$ cat src/rtl/addsub_pkg.sv
// Shared types and helpers for the serial adder/subtractor.
package addsub_pkg;

   // Operation sequencing: wait for a request, walk the chunks, present the result.
   typedef enum logic [1:0] {
      IDLE = 2'd0,
      RUN  = 2'd1,
      DONE = 2'd2
   } state_t;

   // Values of op_sub.
   localparam logic OP_ADD = 1'b0;
   localparam logic OP_SUB = 1'b1;

   // Width of a counter that must hold 0..k-1; never narrower than one bit.
   function automatic int unsigned cnt_width(input int unsigned k);
      return (k > 1) ? $clog2(k) : 1;
   endfunction

endpackage

$ cat src/rtl/adder_chunk.sv
// W-bit combinational ripple-carry adder slice, also exposing the carry into its top bit.
module adder_chunk #(
   parameter int unsigned W = 2
) (
   input  logic [W-1:0] a,
   input  logic [W-1:0] b,
   input  logic         cin,
   output logic [W-1:0] sum,
   output logic         cout,
   output logic         c_msb
);

   // Full-adder ripple; c_msb is captured just before the top bit consumes it.
   always_comb begin : p_ripple
      logic carry;
      sum   = '0;
      cout  = 1'b0;
      c_msb = 1'b0;
      carry = cin;
      for (int i = 0; i < int'(W); i++) begin
         if (i == int'(W) - 1) begin
            c_msb = carry;
         end
         sum[i] = a[i] ^ b[i] ^ carry;
         carry  = (a[i] & b[i]) | (carry & (a[i] ^ b[i]));
      end
      cout = carry;
   end

endmodule

$ cat src/rtl/addsub_serial.sv
// Multi-cycle N-bit adder/subtractor that consumes W bits per clock through one chunk adder.
module addsub_serial
   import addsub_pkg::*;
#(
   parameter int unsigned N = 8,
   parameter int unsigned W = 2
) (
   input  logic         clk,
   input  logic         rst_n,
   input  logic         start,
   input  logic         op_sub,
   input  logic [N-1:0] operand_a,
   input  logic [N-1:0] operand_b,
   input  logic         carry_in,
   output logic         busy,
   output logic         done,
   output logic [N-1:0] result,
   output logic         carry_out,
   output logic         overflow,
   output logic         zero,
   output logic         negative
);

   localparam int unsigned K  = N / W;
   localparam int unsigned CW = cnt_width(K);
   localparam logic [CW-1:0] LAST = CW'(K - 1);

   // Chunk width must tile the operand exactly.
   if (W < 1 || W > N || (N % W) != 0) begin : g_cfg_err
      $error("addsub_serial: N must be a non-zero multiple of W with 1 <= W <= N");
   end

   state_t        state;
   logic [N-1:0]  a_sr;
   logic [N-1:0]  b_sr;
   logic [N-1:0]  res_sr;
   logic          carry;
   logic [CW-1:0] k_cnt;

   logic [W-1:0]  chunk_sum;
   logic          chunk_cout;
   logic          chunk_cmsb;
   logic [N-1:0]  res_next;

   // The single chunk adder always works on the low W bits of the operand shifters.
   adder_chunk #(
      .W(W)
   ) u_chunk (
      .a     (a_sr[W-1:0]),
      .b     (b_sr[W-1:0]),
      .cin   (carry),
      .sum   (chunk_sum),
      .cout  (chunk_cout),
      .c_msb (chunk_cmsb)
   );

   // New chunk sum enters at the top; after K chunks chunk 0 sits at the bottom.
   assign res_next = (res_sr >> W) | (N'(chunk_sum) << (N - W));

   // Sequencer, operand/result shifters and the registered outputs.
   always_ff @(posedge clk or negedge rst_n) begin
      if (!rst_n) begin
         state     <= IDLE;
         busy      <= 1'b0;
         done      <= 1'b0;
         result    <= '0;
         carry_out <= 1'b0;
         overflow  <= 1'b0;
         zero      <= 1'b0;
         negative  <= 1'b0;
         a_sr      <= '0;
         b_sr      <= '0;
         res_sr    <= '0;
         carry     <= 1'b0;
         k_cnt     <= '0;
      end else begin
         done <= 1'b0;
         case (state)
            IDLE, DONE: begin
               if (start) begin
                  a_sr   <= operand_a;
                  b_sr   <= (op_sub == OP_ADD) ? operand_b : ~operand_b;
                  carry  <= (op_sub == OP_SUB) ? 1'b1 : carry_in;
                  res_sr <= '0;
                  k_cnt  <= '0;
                  busy   <= 1'b1;
                  state  <= RUN;
               end else begin
                  state <= IDLE;
               end
            end
            RUN: begin
               a_sr   <= a_sr >> W;
               b_sr   <= b_sr >> W;
               res_sr <= res_next;
               carry  <= chunk_cout;
               k_cnt  <= k_cnt + CW'(1);
               if (k_cnt == LAST) begin
                  state     <= DONE;
                  busy      <= 1'b0;
                  done      <= 1'b1;
                  result    <= res_next;
                  carry_out <= chunk_cout;
                  overflow  <= chunk_cmsb ^ chunk_cout;
                  zero      <= (res_next == '0);
                  negative  <= res_next[N-1];
               end
            end
            default: begin
               state <= IDLE;
               busy  <= 1'b0;
            end
         endcase
      end
   end

endmodule

$ cat config.mk
export PLATFORM = sky130hd
export DESIGN_NAME = addsub_serial
export DESIGN_NICKNAME = d
export VERILOG_FILES = /design/src/rtl/addsub_pkg.sv /design/src/rtl/adder_chunk.sv /design/src/rtl/addsub_serial.sv
export SDC_FILE = /design/constraint.sdc
export NUM_CORES = 1
export LEC_CHECK = 0
export ABC_AREA = 1
export BUFFER_PORTS_ARGS = -buffer_cell sky130_fd_sc_hd__buf_4
export CAP_MARGIN = 10
export CORE_UTILIZATION = 35
export DETAILED_ROUTE_END_ITERATION = 10
export SYNTH_ARGS = -nofsm -noshare
export SYNTH_HDL_FRONTEND = slang
export SYNTH_SLANG_ARGS = --single-unit
$ cat constraint.sdc
create_clock -name clk -period 4.5 [get_ports clk]
set_input_delay 0.675 -clock clk [delete_from_list [all_inputs] [get_ports clk]]
set_output_delay 0.675 -clock clk [all_outputs]
set_load 0.03 [all_outputs]
==> flow_metrics.py <==
metrics = {
    "route": {
        "vias_per_cell": 4.50,
        "via_count": 1432,
        "drc_errors": 0,
        "wl_mm": 3.42,
        "antenna_left": 0,
        "wl_per_cell_um": 10.8,
        "drtPass1Iterations": 5,
        "initialDrtViolationCount": 97,
    },
    "critical_path": {
        "cp_cell_sequence": "inv_1, fa_1, fa_1, nand2_1, nor2_1, nand3_1, nand2_1",
        "worstPathRequired_ns": 4.73,
        "crit_slowest_cell": "fa_1",
        "critical_path_class": "flip-flop to flip-flop",
        "cp-start-kind": "flip-flop",
        "setup.worst_path.end_class": "flip-flop",
        "arrival_ns": 2.04,
        "slowest_delay_ns": 0.55,
        "path_max_fanout": 3,
    },
    "floorplan": {
        "fp.dieH_um": 74.4,
        "rows": 25,
        "die-area_um2": 5530,
        "die-width_um": 74.4,
        "ios": 35,
        "start_util_pct": 37.6,
        "fp.coreArea_um2": 4880,
    },
    "timing": {
        "period_share_pct": 40.4,
        "max_freq_mhz": 550,
        "relSlewSlack_pct": 54.6,
        "skew_ns": 0.00374,
        "tightest_slew_ns": 0.679,
        "slew_violations": 0,
        "hold_viol_final": 0,
        "finalSetupViolations": 0,
        "fin_setup_tns_ns": 0,
        "post-route-min-period_ns": 1.82,
        "rsz0062_at_grt": "no",
    },
    "global_routing": {
        "grt_use_total_pct": 14.3,
        "antenna_found_initial": 0,
        "grt_overflow_total": 0,
        "grt_start_max_net_pins": 41,
        "grt_pass1_vias": 1297,
        "grt_pass1_wl_mm": 5.81,
    },
    "finish": {
        "final_common_cell": "nand2_1",
        "nets": 275,
        "final_layout_size_suffix_gt1_share_pct": 19.9,
        "final_cell_mix": "nand2_1, dfrtp_1, buf_4, inv_1, nor2_1",
        "antenna-diode-count": 0,
        "area_growth_pct": 20.1,
    },
    "logic_synthesis": {
        "synth_nets": 244,
        "synth_top_area_cell": "dfrtp_1",
        "yosysTopAreaCellShare_pct": 54.6,
        "postSynthAreaPerCell_um2": 8.34,
        "ys_ff_latch": 40,
        "netlist_area_um2": 1830,
        "synth_cells": 220,
        "yosys-top-cells-area": "dfrtp_1, nand2_1, nand3_1",
        "synth_warnings": 0,
        "ys_seq_area_share_pct": 54.6,
        "synthDistinctLibCells": 20,
    },
    "worst_hold_path": {
        "hp-class": "primary input to async pin",
    },
    "clocking": {
        "hold_buffers": 0,
        "insertion_delay_ns": 0.29,
        "h-tree-depth": 2,
        "cts_setup_buffers": 0,
        "cts_tree": "yes",
        "cts_made_buffers": 5,
        "cts_num_sinks": 40,
        "path_clk_slew_ns": 0.07,
        "post_cts_resized": 0,
        "root_buffer": "clkbuf_8",
        "clock_path_buffers": 2,
    },
    "placed_design": {
        "dpl.hpwl_mm": 2.34,
        "io_buffers": 34,
        "gp_congestion": 0.765,
    },
    "flow_run": {
        "max_cap_viol_count": 0,
    },
    "pwr": {
        "powerDensity_nw_per_um2": 725,
        "power_leakage_nw": 1.17,
        "finalPower_mw": 1.60,
        "vdd_drop_max_uv": 228,
    },
    "run_status": {
        "status": "completed",
    },
}
synth_stat cells, drive strengths merged:
| master | number |
|---|---|
| nand2 | 83 |
| dfrtp | 40 |
| inv | 23 |
| nor2 | 19 |
| nand3 | 17 |
| o21ai | 13 |
| buf | 10 |
| o22ai | 6 |
| or2 | 3 |
| a21oi | 2 |
| fa | 2 |
| ha | 1 |
| xnor2 | 1 |
layout make-up:
class,count,area [um2]
clock buffers,7,96.3
flip-flops and latches,40,1000
fillers,519,2680
inverters,23,86.3
multi-input cells,147,681
well taps,67,83.8
repair buffers,34,255
where the power goes:
group / internal (mW) / switching (mW) / total, mW / leakage (nW)
combinational: 0.270 / 0.477 / 0.746 / 0.608
clock: 0.136 / 0.116 / 0.253 / 0.0503
sequential: 0.521 / 0.0786 / 0.599 / 0.507
total: 0.927 / 0.672 / 1.60 / 1.17
per-layer routing:
layer | global-route usage [%] | part of all wire [%]
met2 | 23.1 | 45
met4 | 6.29 | 1.6
met1 | 18.0 | 49
met5 | 0 | 0
met3 | 3.66 | 4.4
critical path, delay by kind of cell (launching register included):
family	cells	cell delay (ns)
flops	1	0.35
fa+ha+maj	2	1.03
simple gates	4	0.31
buf+inv	1	0.06
metrics by stage:
stage                     hold WS [ns]  cell area [um2]  util, %  worst slack (ns)  instances
after floorplan                  0.379             1830        -              2.82        220
after global placement           0.454             2110     43.2              2.70        311
after detailed placement         0.458             2110     43.2              2.69        311
after CTS                        0.367             2200     45.2              2.67        318
after global routing             0.382             2200     45.2              2.57        318
final                            0.346             2200     45.2              2.68        318
flip-flops by register name, indices dropped and copies added, names as in the netlist, 2 cells and up:
name,cells
res_sr,6
a_sr,8
result,7
k_cnt,2
b_sr,8
state,2
final timing paths:
kind / startpoint / endpoint / slack, ns / depth (start not counted)
worst max-delay path: a_sr[0] / zero / 2.68 / 7
max in group asynchronous: rst_n / k_cnt[1] / 3.81 / 1
worst min-delay path: rst_n / result[3] / 0.35 / 1
worst max register to register: a_sr[0] / zero / 2.68 / 7
min in group clk: a_sr[7] / a_sr[7] / 0.47 / 2
worst min register to register: a_sr[7] / a_sr[7] / 0.47 / 2
logic make-up after synthesis:
family | count (synthesis) | synth area share (%)
AOI/OAI and AO/OA | 21 | 6.14
xor gates and xnor gates | 1 | 0.478
DFF | 40 | 54.6
buffers and inverters | 33 | 8.32
and+or+nand+nor | 122 | 27.6
adders and majority gates | 3 | 2.86
Power figures use the tool's default switching activity.
